## src/rtl/wb_lsu.sv

```systemverilog
// wb_lsu - RV32 load/store unit bridging the core data port to a pipelined
// Wishbone slave (block_ram). One request is in flight at a time; each one
// becomes a single Wishbone cycle. Load data comes back lane-aligned and
// sign/zero-extended. Illegal funct3 codes and bus timeouts are reported
// through o_rsp_err.
//
// Ports:
//   i_clk, i_reset_n         clock, asynchronous active-low reset
//   i_req_*/o_req_ready      core request (valid/ready, we, addr, wdata, funct3)
//   o_rsp_valid/rdata/err    one-cycle response pulse, no backpressure
//   o_wb_*                   Wishbone master outputs (cyc, stb, we, addr, data, sel)
//   i_wb_data/stall/ack      Wishbone slave responses
//
// Parameters:
//   XLEN     data/address width (only 32 is supported)
//   TIMEOUT  cycles to wait for ack once the strobe is taken; 0 waits forever
//
// Build option:
//   LSU_MISALIGN_TRAP_EN  when defined, misaligned half/word accesses return
//                         err=1 without touching the bus. When undefined they
//                         are issued (a word access has its low address bits
//                         dropped).
module wb_lsu #(
  parameter int XLEN    = 32,
  parameter int TIMEOUT = 15
) (
  input  logic            i_clk,
  input  logic            i_reset_n,
  input  logic            i_req_valid,
  output logic            o_req_ready,
  input  logic            i_req_we,
  input  logic [XLEN-1:0] i_req_addr,
  input  logic [XLEN-1:0] i_req_wdata,
  input  logic [2:0]      i_req_funct3,
  output logic            o_rsp_valid,
  output logic [XLEN-1:0] o_rsp_rdata,
  output logic            o_rsp_err,
  output logic            o_wb_cyc,
  output logic            o_wb_stb,
  output logic            o_wb_we,
  output logic [XLEN-1:0] o_wb_addr,
  output logic [XLEN-1:0] o_wb_data,
  output logic [3:0]      o_wb_sel,
  input  logic [XLEN-1:0] i_wb_data,
  input  logic            i_wb_stall,
  input  logic            i_wb_ack
);

  typedef enum logic [1:0] {
    S_IDLE = 2'd0,
    S_REQ  = 2'd1,
    S_WAIT = 2'd2,
    S_RESP = 2'd3
  } state_t;

  // Counter value on the last WAIT cycle before giving up.
  localparam logic [31:0] TO_LAST_C = 32'(TIMEOUT) - 32'd1;

  state_t      state_r;
  logic [2:0]  f3_r;
  logic [1:0]  off_r;
  logic [31:0] cnt_r;

  logic [1:0]  off_s;
  logic [3:0]  sel_s;
  logic [31:0] data_s;
  logic        illegal_s;
  logic        misalign_s;

  // Shift the addressed lanes down to bit 0 and extend according to funct3.
  function automatic logic [31:0] load_extend(input logic [31:0] raw,
                                              input logic [1:0]  off,
                                              input logic [2:0]  f3);
    logic [31:0] sh;
    sh = raw >> {off, 3'b000};
    case (f3)
      3'b000:  load_extend = {{24{sh[7]}}, sh[7:0]};
      3'b001:  load_extend = {{16{sh[15]}}, sh[15:0]};
      3'b010:  load_extend = sh;
      3'b100:  load_extend = {24'd0, sh[7:0]};
      3'b101:  load_extend = {16'd0, sh[15:0]};
      default: load_extend = 32'd0;
    endcase
  endfunction

  assign o_req_ready = (state_r == S_IDLE);

  // Decode the incoming request into byte lanes, replicated store data and error flags.
  always_comb begin
    off_s  = i_req_addr[1:0];
    sel_s  = 4'b0000;
    data_s = 32'd0;
    case (i_req_funct3[1:0])
      2'b00: begin
        sel_s  = 4'b0001 << i_req_addr[1:0];
        data_s = {4{i_req_wdata[7:0]}};
      end
      2'b01: begin
        // Offset 3 pushes the upper lane off the end: only lane 3 is enabled.
        sel_s  = 4'b0011 << i_req_addr[1:0];
        data_s = {2{i_req_wdata[15:0]}};
      end
      2'b10: begin
        // Words always use all lanes; a misaligned word address is truncated.
        sel_s  = 4'b1111;
        data_s = i_req_wdata;
        off_s  = 2'b00;
      end
      default: begin
        sel_s  = 4'b0000;
        data_s = 32'd0;
      end
    endcase
    // x11 never exists; 1xx exists only for byte/half loads.
    illegal_s = (i_req_funct3[1:0] == 2'b11) ||
                (i_req_funct3[2] && (i_req_we || (i_req_funct3[1:0] == 2'b10)));
`ifdef LSU_MISALIGN_TRAP_EN
    misalign_s = ((i_req_funct3[1:0] == 2'b01) && i_req_addr[0]) ||
                 ((i_req_funct3[1:0] == 2'b10) && (i_req_addr[1:0] != 2'b00));
`else
    misalign_s = 1'b0;
`endif
  end

  // Request/bus/response state machine with registered outputs.
  always_ff @(posedge i_clk or negedge i_reset_n) begin
    if (!i_reset_n) begin
      state_r     <= S_IDLE;
      f3_r        <= 3'b000;
      off_r       <= 2'b00;
      cnt_r       <= 32'd0;
      o_rsp_valid <= 1'b0;
      o_rsp_rdata <= 32'd0;
      o_rsp_err   <= 1'b0;
      o_wb_cyc    <= 1'b0;
      o_wb_stb    <= 1'b0;
      o_wb_we     <= 1'b0;
      o_wb_addr   <= 32'd0;
      o_wb_data   <= 32'd0;
      o_wb_sel    <= 4'b0000;
    end else begin
      o_rsp_valid <= 1'b0;
      case (state_r)
        S_IDLE: begin
          if (i_req_valid) begin
            f3_r  <= i_req_funct3;
            off_r <= off_s;
            if (illegal_s || misalign_s) begin
              state_r     <= S_RESP;
              o_rsp_valid <= 1'b1;
              o_rsp_err   <= 1'b1;
              o_rsp_rdata <= 32'd0;
            end else begin
              state_r   <= S_REQ;
              o_wb_cyc  <= 1'b1;
              o_wb_stb  <= 1'b1;
              o_wb_we   <= i_req_we;
              o_wb_addr <= {i_req_addr[31:2], 2'b00};
              o_wb_data <= data_s;
              o_wb_sel  <= sel_s;
            end
          end
        end
        S_REQ: begin
          // While stalled, everything presented on the bus stays put.
          if (!i_wb_stall) begin
            o_wb_stb <= 1'b0;
            if (i_wb_ack) begin
              state_r     <= S_RESP;
              o_wb_cyc    <= 1'b0;
              o_wb_we     <= 1'b0;
              o_rsp_valid <= 1'b1;
              o_rsp_err   <= 1'b0;
              o_rsp_rdata <= o_wb_we ? 32'd0 : load_extend(i_wb_data, off_r, f3_r);
            end else begin
              state_r <= S_WAIT;
              cnt_r   <= 32'd0;
            end
          end
        end
        S_WAIT: begin
          // An ack in the timeout cycle still completes normally.
          if (i_wb_ack) begin
            state_r     <= S_RESP;
            o_wb_cyc    <= 1'b0;
            o_wb_we     <= 1'b0;
            o_rsp_valid <= 1'b1;
            o_rsp_err   <= 1'b0;
            o_rsp_rdata <= o_wb_we ? 32'd0 : load_extend(i_wb_data, off_r, f3_r);
          end else if ((TIMEOUT != 0) && (cnt_r == TO_LAST_C)) begin
            state_r     <= S_RESP;
            o_wb_cyc    <= 1'b0;
            o_wb_we     <= 1'b0;
            o_rsp_valid <= 1'b1;
            o_rsp_err   <= 1'b1;
            o_rsp_rdata <= 32'd0;
          end else begin
            cnt_r <= cnt_r + 32'd1;
          end
        end
        S_RESP: begin
          state_r <= S_IDLE;
        end
        default: begin
          state_r  <= S_IDLE;
          o_wb_cyc <= 1'b0;
          o_wb_stb <= 1'b0;
        end
      endcase
    end
  end

endmodule

```

## config.mk

```make
export PLATFORM = sky130hd
export DESIGN_NAME = wb_lsu
export DESIGN_NICKNAME = d
export VERILOG_FILES = /design/src/rtl/wb_lsu.sv
export SDC_FILE = /design/constraint.sdc
export NUM_CORES = 1
export LEC_CHECK = 0
export CAP_MARGIN = 20
export CORE_MARGIN = 4
export CORE_UTILIZATION = 30
export DETAILED_ROUTE_END_ITERATION = 10
export PLACE_DENSITY_LB_ADDON = 0.25
export SETUP_SLACK_MARGIN = 0.2
export SLEW_MARGIN = 25
export SYNTH_ARGS = -nofsm -noshare
export SYNTH_HDL_FRONTEND = slang
export SYNTH_SLANG_ARGS = --single-unit
```

## constraint.sdc

```tcl
create_clock -name i_clk -period 6.3 [get_ports i_clk]
set_clock_uncertainty 0.05 [all_clocks]
set_input_delay 1.26 -clock i_clk [delete_from_list [all_inputs] [get_ports i_clk]]
set_output_delay 1.26 -clock i_clk [all_outputs]
set_load 0.01 [all_outputs]
```

Yosys cells after proc, flatten, opt, wreduce, memory -nomap -nowiden
Cells that the tools add are included.
- bits of input ports: 105
- bits in registers: 142
- word-level logic and storage cells: 102
- add/subtract/negate cells: 1
- eq/ne operators: 20
- reductions and logical operators: 16
- shift operators: 3
- mux-type cells: 48
- bitwise logic cells: 1
- operators with widths (cell ; number):
    $mux W32 ; 11
    $pmux W32 S3 ; 2
    $pmux W32 S5 ; 1
    $pmux W32 S2 ; 1
    $add A32 B1 Y32 const B ; 1
    $eq A32 B4 Y1 const B ; 1
    $shr A32 B5 Y32 ; 1
    $mux W1 ; 20
    $ne A2 B2 Y1 const B ; 7
    $mux W2 ; 6
    $pmux W1 S3 ; 4
    $pmux W4 S3 ; 1
    $reduce_and A6 Y1 ; 2
    $eq A2 B2 Y1 const B ; 4
    $pmux W2 S4 ; 1
    $eq A3 B3 Y1 const B ; 2
    $reduce_and A3 Y1 ; 2
    $reduce_and A5 Y1 ; 1
    $eq A2 B1 Y1 const B ; 2
    $logic_not A2 Y1 ; 2
    $reduce_and A4 Y1 ; 1
    $reduce_bool A2 Y1 ; 2
    $shl A1 B2 Y4 const A ; 1
    $shl A2 B2 Y4 const A ; 1
    other kinds (11) ; 12

Depth between registers and ports, before layout
Gate-level depths: netlist of the first run.
- depth in word-level cells: 7
- depth in mapped cells: 9

Worst setup path after synthesis of the first run
OpenSTA, ideal clock, no wires.
- kind: input-to-reg
- start: in i_req_funct3[0]
- end: reg o_rsp_rdata[0]
- buffers on the path: 3
- arrival: 3002 ps
- data required time: 6125 ps
- stages on the path: 8
- slack: 3123 ps
- path through: clkbuf_1 -> o21ai_0 -> a2111oi_0 -> o21ai_0 -> o21a_1 -> clkbuf_1 -> clkbuf_1 -> mux2_2
- longest elaborated chain between the ends: 6
- elaborated cells between the ends (all ways): 7
- classes of those cells: 3 x eq/ne; 4 x reduce/logical
- ends and longest elaborated chain (what ; line ; RTL):
    start, declared ; 34 ; input logic [2:0] i_req_funct3,
    $eq A2 B2 Y1 ; 116 ; (i_req_funct3[2] && (i_req_we || (i_req_funct3[1:0] == 2'b10)));
    $logic_or A1 B1 Y1 ; 116 ;
    $logic_and A1 B1 Y1 ; 116 ;
    $logic_or A1 B1 Y1 (*) ; 115 ; illegal_s = (i_req_funct3[1:0] == 2'b11) ||
    $ne A2 B1 Y1 (no line) (*) ; n/a ;
    $reduce_and A6 Y1 (no line) (*) ; n/a ;
    end signal, assigned ; 174 ; o_rsp_rdata <= o_wb_we ? 32'd0 : load_extend(i_wb_data, off_r, f3_r);
    end signal, assigned ; 189 ; o_rsp_rdata <= o_wb_we ? 32'd0 : load_extend(i_wb_data, off_r, f3_r);
    end, declared ; 36 ; output logic [XLEN-1:0] o_rsp_rdata,
Mark *: on every way between the ends. The rest lies on a longest branch, timed or not.
A chain may end at the register's enable or synchronous reset.

Final worst setup path of the first run
- start: in i_req_funct3[0]
- end: reg o_wb_addr[7]
- longest elaborated chain between the ends: 6
- elaborated cells between the ends (all ways): 7
- classes of those cells: 2 x eq/ne; 1 x bitwise; 4 x reduce/logical
- ends and longest elaborated chain (what ; line ; RTL):
    $eq A2 B2 Y1 ; 116 ;
    $logic_or A1 B1 Y1 ; 116 ;
    $logic_and A1 B1 Y1 ; 116 ;
    $logic_or A1 B1 Y1 (*) ; 115 ;
    $not A1 Y1 (no line) (*) ; n/a ;
    $reduce_and A3 Y1 (no line) (*) ; n/a ;
    end signal, assigned ; 158 ; o_wb_addr <= {i_req_addr[31:2], 2'b00};
    end, declared ; 41 ; output logic [XLEN-1:0] o_wb_addr,
Marked as above.

==> out/results.tsv, run 1 <==
stage	metric	value	unit
outcome	status	complete, no violations	
logic_synthesis	synth.most_common_cell	dfrtp_1	
placement	gp_congestion	0.763	
clock_network	clock_sinks	142	
drt	final_antenna_net_count	0	
layout	drive_above_1_share	13.4	%
critical_path	path_class	input pin to flip-flop	
clock_network	clockBufferDepth	2	
clock_network	htree_levels	4	
sta	period_minus_slack	3.59	ns
logic_synthesis	yosysSeqAreaShare	49.8	%
drt	drtPass1Iterations	4	
clock_network	clk_latency	0.42	ns
layout	n_antenna_cell	0	
sta	whs	0.428	ns
critical_path	worstPathRequired	6.56	ns
drt	vias	5851	
die	start_util	30.5	%
drt	finalWirelength	19.9	mm
clock_network	post_cts_buffers	0	
logic_synthesis	synth_seq_cells	142	
logic_synthesis	syn_area_per_cell	10.2	um^2
power	ir_drop	189	uV
global_route	gr-total-overflow	0	
sta	maxSlewHeadroom	36.1	%
layout	area_growth	42.7	%
die	die_y	162	um
layout	seq_area	3550	um^2
sta	worstMarginPinSlew	0.958	ns
logic_synthesis	synth_largest_area_cell	dfrtp_1	
die	dieArea	26300	um^2
critical_path	worstPathMaxFanout	81	
drt	wl_per_cell	16.2	um
clock_network	cts-resized-gates	0	
logic_synthesis	synth.top_cells.by_count	dfrtp_1 (142), mux2_2 (71), nor2_1 (61)	
sta	grt_setup_unrepaired	false	
global_route	antenna_found_initial	0	
clock_network	cts_buffers	17	
logic_synthesis	async_reset_ff_share	100	%
drt	drc	0	
critical_path	worstSetupEndpointType	flip-flop	
die	core_area	23400	um^2
power	power_density	426	nW/um^2
layout	fillers	2334	
clock_network	clk_pin_slew	0.07	ns
die	die-width	162	um
sta	fin_crit_sh	57.1	%
layout	multiInputGateArea	3340	um^2
clock_network	cts_root_buf	clkbuf_16	
placement	place_hpwl	14.3	mm
die	fp-row-count	56	
global_route	grt_pass1_vias	6042	
sta	max_freq	278	MHz
placement	portBuffers	208	
power	power_leakage	4.22	nW
critical_path	startpoint_type	input pin	
logic_synthesis	netlist_area	7130	um^2
clock_network	cts_tree	built	
logic_synthesis	synth_top_area_share	49.8	%
critical_path	arrival	3.85	ns
placement	pre_cts_slack	2.23	ns
drt	via_per_inst	4.76	
logic_synthesis	yosysUniqueCellTypes	51	
logic_synthesis	yosys-top-cells-area	dfrtp_1 (50%), mux2_2 (11%), mux2i_1 (6.0%), a21oi_1 (4.1%), o21ai_0 (3.9%)	
placement	place_inst	1198	
sta	slew_viol_final	0	
sta	fin_ws	2.71	ns
critical_path	rrSetupSlack	3.32	ns
die	io_pins	211	
sta	final.setup.tns	0	ns
layout	instances_no_fill	1230	
drt	drtIter0Drc	225	
run	maxCapViolations	0	
sta	final-hold-violation-count	0	
logic_synthesis	syn_inst	700	
logic_synthesis	ys.flop_type	dfrtp_1	
global_route	grt_pass1_wl	31.9	mm
logic_synthesis	synth_edf_count	0	
layout	nNetsFinal	1009	
logic_synthesis	ys_warn_count	0	
sta	setup_viol	0	
global_route	grt_max_degree	96	
clock_network	ctsHoldBuffers	0	
min_path	hp-class	flip-flop to flip-flop	
global_route	grt_usage	15.3	%
## per-stage QoR
stage / util, % / area (um^2) / power, mW
2_1_floorplan: - / 7140 / 2.39
3_3_place_gp: 40.8 / 9560 / 3.30
3_5_place_dp: 40.8 / 9560 / 3.31
4_1_cts: 43.5 / 10200 / 4.41
5_1_grt: 43.5 / 10200 / 4.63
6_report: 43.5 / 10200 / 4.34
## sequential cells by signal (all words and copies together) (netlist names)
register and count:
o_wb_addr 30, off_r 2, cnt_r 32, o_wb_data 32, state_r 2, f3_r 3
o_wb_sel 4, o_wb_we 1, o_rsp_err 1, o_rsp_rdata 32, o_wb_cyc 1, o_wb_stb 1
o_rsp_valid 1
## critical path: stages
cell             delay [ns]
clkdlybuf4s50_1        0.42
buf_4                  0.21
o21a_1                 0.21
nor2_1                 0.24
nand3_4                0.68
buf_4                  0.49
mux2_2                 0.29
## routing by layer
metal	share of wire, %	wire (um)	vias to the layer above	track usage, %
li1	-	-	2853	-
met1	44	8840	2807	19.5
met2	45	9020	176	23.7
met3	9.4	1870	15	6.72
met4	0.98	196	0	4.19
met5	0	0	-	0
## cell type report
type,instances,area share (%)
flip-flops and latches,142,34.9
multi-input cells,490,32.8
repair buffers,218,21.2
clock buffers,19,4.35
well taps,319,3.92
clock inverters,13,1.75
inverters,29,1.07
## placed cells by master, fill, tap and decap left out, drive strengths merged, types with 10 or more instances in the layout
cell type,n
nor2,61
xnor2,20
clkdlybuf4s50,207
mux2,71
o21ai,55
a21oi,59
buf,11
nor2b,13
nor4,13
dfrtp,142
clkbuf,19
nor3,16
nand2,47
inv,34
mux2i,43
nand3,10
## kinds of logic after synthesis
kind of cell    after synthesis  synth area share (%)
simple gates                208                  14.7
xor+xnor                     20                  2.46
mux                         114                  17.2
buf+inv                      69                  3.75
flops                       142                  49.8
other cells                   1                0.0526
fa+ha+maj                     6                  1.05
compound gates              140                  10.9
## power breakdown
part / internal [mW] / switching [mW]
logic: 1.00 / 0.819
clock network: 0.644 / 0.423
registers: 1.23 / 0.218
total: 2.88 / 1.46
## worst paths after layout
check / startpoint / end / depth (start not counted)
setup / recovery: i_req_funct3[0] / o_wb_addr[7] / 7
hold / removal: o_wb_data[10] / o_wb_data[10] / 2
hold reg to reg: o_wb_data[10] / o_wb_data[10] / 2
setup reg to reg: state_r[0] / cnt_r[30] / 7
max in group asynchronous: i_reset_n / o_wb_data[26] / 2
min in group asynchronous: i_reset_n / cnt_r[27] / 1
Note: power is estimated with default switching activity, not from simulation.
==> run 2: changes to the inputs <==
clock period = 3.7 ns   (was 6.3 ns; I/O delays follow)
==> out/results.tsv, run 2 (synthesis results as in run 1) <==
stage	metric	value	unit	change
clock_network	clk_latency	0.42	ns	about the same
power	power.switching	2.47	mW	+69%
critical_path	worst_r2r_path_depth	7		unchanged
run	maxCapViolations	0		unchanged
critical_path	cp_slowest_cell	clkdlybuf4s50_1		
layout	drive_above_1_share	14.0	%	+0.58 points
layout	layout_common_cells	clkdlybuf4s50_1 (207), dfrtp_1 (142), mux2_2 (71), nor2_1 (61), a21oi_1 (59)		
placement	portBuffers	208		unchanged
clock_network	cts_root_buf	clkbuf_16		
clock_network	cts-resized-gates	0		unchanged
critical_path	worstSetupEndpointType	primary output		
global_route	antenna_found_initial	2		+2
global_route	grt_max_degree	80		-17%
critical_path	rrSetupSlack	0.91	ns	-2.41 ns
global_route	grt_usage	15.3	%	+0.054 points
clock_network	clockBufferDepth	2		unchanged
sta	worstMarginPinSlew	0.962	ns	+0.00436 ns
critical_path	path_class	flip-flop to primary output		
layout	largestRegisters	cnt_r (32), o_rsp_rdata (32), o_wb_data (32)		
clock_network	htree_levels	4		unchanged
power	ir_drop	312	uV	+65%
global_route	gr-total-overflow	0		unchanged
clock_network	clk_pin_slew	0.06	ns	about the same
placement	place_hpwl	14.4	mm	+1.3%
power	p_seq_share	33.3	%	-0.2 points
drt	vias	5859		+0.14%
drt	drtIter0Drc	218		-3.1%
die	die-width	162	um	unchanged
drt	final_antenna_net_count	0		unchanged
power	power_density	718	nW/um^2	+68%
min_path	hp-class	input pin to asynchronous set/reset pin		
layout	instances_no_fill	1236		+0.49%
power	combPwrFrac	42.8	%	+0.9 points
sta	final-hold-violation-count	0		unchanged
critical_path	path_cells	inv_1, ha_1, clkdlybuf4s50_1		
placement	place_inst	1204		+0.50%
die	io_pins	211		unchanged
power	p_clk_share	23.9	%	-0.7 points
critical_path	startpoint_type	flip-flop		
critical_path	r2r-start	state_r[0]		
drt	wl_per_cell	16.3	um	+0.55%
die	start_util	30.5	%	unchanged
sta	fin_crit_sh	75.4	%	
drt	finalWirelength	20.1	mm	+1.0%
layout	layout_commonest_cell	clkdlybuf4s50_1		
critical_path	slowest_delay	0.69	ns	about the same
layout	area_growth	43.4	%	
drt	drc	0		unchanged
sta	setup_viol	0		unchanged
power	power_leakage	4.24	nW	+0.52%
critical_path	worstPathMaxFanout	9		-89%
clock_network	cts_buffers	17		unchanged
outcome	status	complete, no violations		
die	fp-row-count	56		unchanged
sta	final.setup.tns	0	ns	unchanged
die	dieArea	26300	um^2	unchanged
power	internal_power	4.87	mW	+69%
power	switching_share	33.6	%	about the same
placement	pre_cts_slack	0.479	ns	-1.75 ns
drt	drtPass1Iterations	4		unchanged
global_route	grt_pass1_wl	32.1	mm	+0.74%
critical_path	arrival	2.00	ns	-1.85 ns
sta	period_minus_slack	2.79	ns	
sta	grt_setup_unrepaired	false		
layout	nNetsFinal	1015		+0.59%
clock_network	cts_tree	built		
critical_path	regToRegEndpoint	o_rsp_rdata[1]		
critical_path	worstPathRequired	2.91	ns	-3.65 ns
drt	via_per_inst	4.74		-0.35%
clock_network	ctsHoldBuffers	0		unchanged
sta	fin_ws	0.910	ns	-1.80 ns
die	die_y	162	um	unchanged
placement	gp_congestion	0.788		+3.3%
sta	slew_viol_final	0		unchanged
die	core_area	23400	um^2	unchanged
clock_network	clock_sinks	142		unchanged
clock_network	post_cts_buffers	0		unchanged
sta	max_freq	358	MHz	
global_route	grt_pass1_vias	6028		-0.23%
sta	maxSlewHeadroom	35.8	%	-0.29 points
-- run 2: cell count changes in the layout (fill, tap and decap cells not counted), moves of 2 or more --
cell	change
buf_12	+2
buf_4	+4
clkinv_2	+2
inv_6	-3
-- run 2: worst max path at each step --
stage | startpoint | endpoint
floorplan | i_req_funct3[0] | o_rsp_rdata[0]
global placement | i_req_funct3[2] | o_rsp_rdata[3]
detailed placement | i_req_funct3[2] | o_rsp_rdata[1]
CTS | state_r[0] | o_req_ready
global route | state_r[0] | o_rsp_rdata[1]
finish | state_r[0] | o_req_ready
-- run 2: cell type report --
type                       count  area [um^2]
clock buffer                  18          429
antenna                        1         2.50
tap                          319          399
multi-input combinational    490         3340
sequential                   142         3550
fill                        2330        13200
timing repair buffer         224         2230
inverter                      29          109
clock inverter                13          166
-- run 2: layer usage --
metal  vias up  GRT usage [%]  wire length, um
met5         -              0               20
met2       171           23.3             8940
met4         2           4.54              295
met1      2794           20.1             9080
li1       2871              -                -
met3        21           6.27             1800
-- run 2: power by group through the flow --
stage / clock network, mW / registers [mW] / logic (mW)
finish: 1.76 / 2.44 / 3.14
global route: 1.88 / 2.52 / 3.44
CTS: 1.81 / 2.45 / 3.20
detailed placement: 0 / 2.47 / 3.18
global placement: 0 / 2.46 / 3.15
floorplan: 0 / 2.64 / 1.43
-- run 2: through the flow --
stage	power (mW)	area (um^2)	util (%)	hold WS, ns
2_1_floorplan	4.06	7140	-	0.394
3_3_place_gp	5.62	9630	41.1	0.412
3_5_place_dp	5.65	9630	41.2	0.420
4_1_cts	7.46	10200	43.7	0.361
5_1_grt	7.85	10200	43.7	0.397
6_report	7.34	10200	43.7	0.320
-- run 2: critical path: cells and delay by family, from the launching register on --
family                     cells  cell delay, ns
adders and majority gates      1            0.37
buffers and inverters          2            0.80
DFF                            1            0.42
==> run 3: changes to the inputs <==
clock period = 2.61 ns   (was 3.7 ns; I/O delays follow)
==> out/results.tsv, run 3 (synthesis results as in run 1) <==
stage	metric	value	unit	change
drt	wl_per_cell	16.0	um	-1.7%
die	die-width	162	um	unchanged
placement	gp_congestion	0.799		+1.4%
power	power_density	1020	nW/um^2	+42%
power	combPwrFrac	43.7	%	+0.9 points
drt	via_per_inst	4.72		-0.37%
critical_path	path_class	flip-flop to flip-flop		
global_route	grt_pass1_vias	6101		+1.2%
layout	finalInstanceArea	10600	um^2	+3.4%
die	dieArea	26300	um^2	unchanged
layout	final_util	45.2	%	+1.5 points
layout	layout_commonest_cell	clkdlybuf4s50_1		
global_route	grt_pass1_wl	32.6	mm	+1.5%
sta	maxSlewHeadroom	60.9	%	+25 points
layout	seq_area	3560	um^2	+0.14%
clock_network	clk_pin_slew	0.06	ns	about the same
layout	largestRegisters	cnt_r (32), o_rsp_rdata (32), o_wb_data (32)		
layout	drive_above_1_share	17.8	%	+3.8 points
sta	whs	0.00268	ns	-0.317 ns
global_route	gr-total-overflow	0		unchanged
layout	instances_no_fill	1266		+2.4%
clock_network	clockBufferDepth	2		unchanged
clock_network	cts_buffers	17		unchanged
drt	vias	5979		+2.0%
die	core_area	23400	um^2	unchanged
layout	multiInputGateArea	3380	um^2	+1.1%
critical_path	startpoint_type	flip-flop		
sta	grt_setup_unrepaired	true		
power	p_clk_share	24.2	%	+0.3 points
drt	final_antenna_net_count	0		unchanged
placement	placed_area	9870	um^2	+2.5%
die	die_y	162	um	unchanged
clock_network	clk_latency	0.41	ns	about the same
sta	slew_viol_final	0		unchanged
die	start_util	30.5	%	unchanged
placement	portBuffers	208		unchanged
global_route	grt_max_degree	56		-30%
die	fp-row-count	56		unchanged
layout	fillers	2264		-2.8%
sta	period_minus_slack	2.33	ns	
outcome	status	complete, no violations		
critical_path	worst_r2r_path_depth	5		-2
sta	max_freq	429	MHz	
drt	drtIter0Drc	201		-7.8%
power	ir_drop	533	uV	+71%
run	maxCapViolations	0		unchanged
layout	layout_common_cells	clkdlybuf4s50_1 (206), dfrtp_1 (138), mux2_2 (71), nor2_1 (61), a21oi_1 (58)		
power	power.switching	3.63	mW	+47%
power	power_leakage	4.43	nW	+4.4%
sta	final-hold-violation-count	0		unchanged
drt	drc	0		unchanged
power	switching_share	33.6	%	-0.054 points
sta	fin_crit_sh	89.2	%	
power	p_seq_share	32.1	%	-1.2 points
critical_path	regToRegEndpoint	cnt_r[31]		
placement	place_inst	1230		+2.2%
drt	finalWirelength	20.3	mm	+0.67%
layout	nNetsFinal	1044		+2.9%
critical_path	arrival	2.62	ns	+0.62 ns
critical_path	worstPathMaxFanout	6		-3
power	internal_power	7.19	mW	+47%
layout	area_growth	48.3	%	
global_route	grt_usage	15.4	%	+0.078 points
die	io_pins	211		unchanged
clock_network	cts_tree	built		
min_path	hp-class	input pin to asynchronous set/reset pin		
critical_path	worstPathRequired	2.90	ns	about the same
critical_path	worstSetupEndpointType	flip-flop		
global_route	antenna_found_initial	2		unchanged
critical_path	r2r-start	cnt_r[8]		
placement	place_hpwl	15.0	mm	+3.6%
critical_path	rrSetupSlack	0.28	ns	-0.63 ns
sta	worstMarginPinSlew	0.585	ns	-0.377 ns
sta	setup_viol	0		unchanged
clock_network	htree_levels	4		unchanged
clock_network	cts_root_buf	clkbuf_16		
clock_network	clock_sinks	142		unchanged
sta	final.setup.tns	0	ns	unchanged
drt	drtPass1Iterations	4		unchanged
## run 3: changes by cell type in the layout (fill, tap and decap cells not counted), sizes merged
cell,previous run,this run
dlygate4sd2,0,1
buf,17,45
clkinvlp,3,1
inv,30,36
clkbuf,18,19
clkinv,6,3
clkdlybuf4s50,207,206
## run 3: cell type report
cell class,instances,share of cell area [%]
multi-input cells,490,31.9
clock buffers,18,4.15
flip-flops and latches,142,33.6
repair buffers,253,23.6
inverters,29,1.03
well taps,319,3.77
clock inverters,14,1.82
diodes,1,0.0237
## run 3: power groups by stage
stage	clock, mW	combinational (mW)	sequential (mW)
after global routing	2.81	5.16	3.59
after CTS	2.70	4.73	3.48
final	2.62	4.73	3.47
after global placement	0	4.69	3.49
after detailed placement	0	4.72	3.51
after floorplan	0	2.05	3.74
## run 3: worst max path at each step
stage / slack, ns / end / cells after the start / startpoint
final: 0.28 / cnt_r[31] / 5 / cnt_r[8]
after global routing: 0.15 / cnt_r[31] / 5 / cnt_r[8]
after detailed placement: -0.06 / o_rsp_rdata[3] / 7 / i_req_funct3[1]
after global placement: -0.05 / o_rsp_rdata[3] / 7 / i_req_funct3[1]
after floorplan: 0.21 / o_rsp_rdata[24] / 9 / state_r[0]
after CTS: 0.21 / o_wb_cyc / 7 / cnt_r[0]
## run 3: worst max-delay path, stage by stage, from the launching register on
cell and delay (ns):
dfrtp_1 0.43, nand4_2 0.15, or4_4 0.58, or3_4 0.38, or4_1 0.50, a21oi_1 0.16
## run 3: repair_timing
item                       in CTS  in global routing
gates resized for setup         1                 11
pin swaps                       0                  1
hold buffers                    0                  0
setup endpoints to repair       1                 39
buffers inserted                0                  2
gates cloned                    0                  1
## run 3: per-stage QoR
| step | power [mW] | worst slack (ns) |
|---|---|---|
| after floorplan | 5.78 | 0.208 |
| after global placement | 8.18 | -0.0494 |
| after detailed placement | 8.23 | -0.0620 |
| after CTS | 10.9 | 0.210 |
| after global routing | 11.6 | 0.155 |
| final | 10.8 | 0.282 |
## run 3: routing by layer
layer	routed length (um)	vias up	GRT usage [%]
li1	-	2928	-
met1	9230	2847	20.5
met2	8960	189	23.1
met3	1920	13	6.88
met4	157	2	3.77
met5	8	-	0
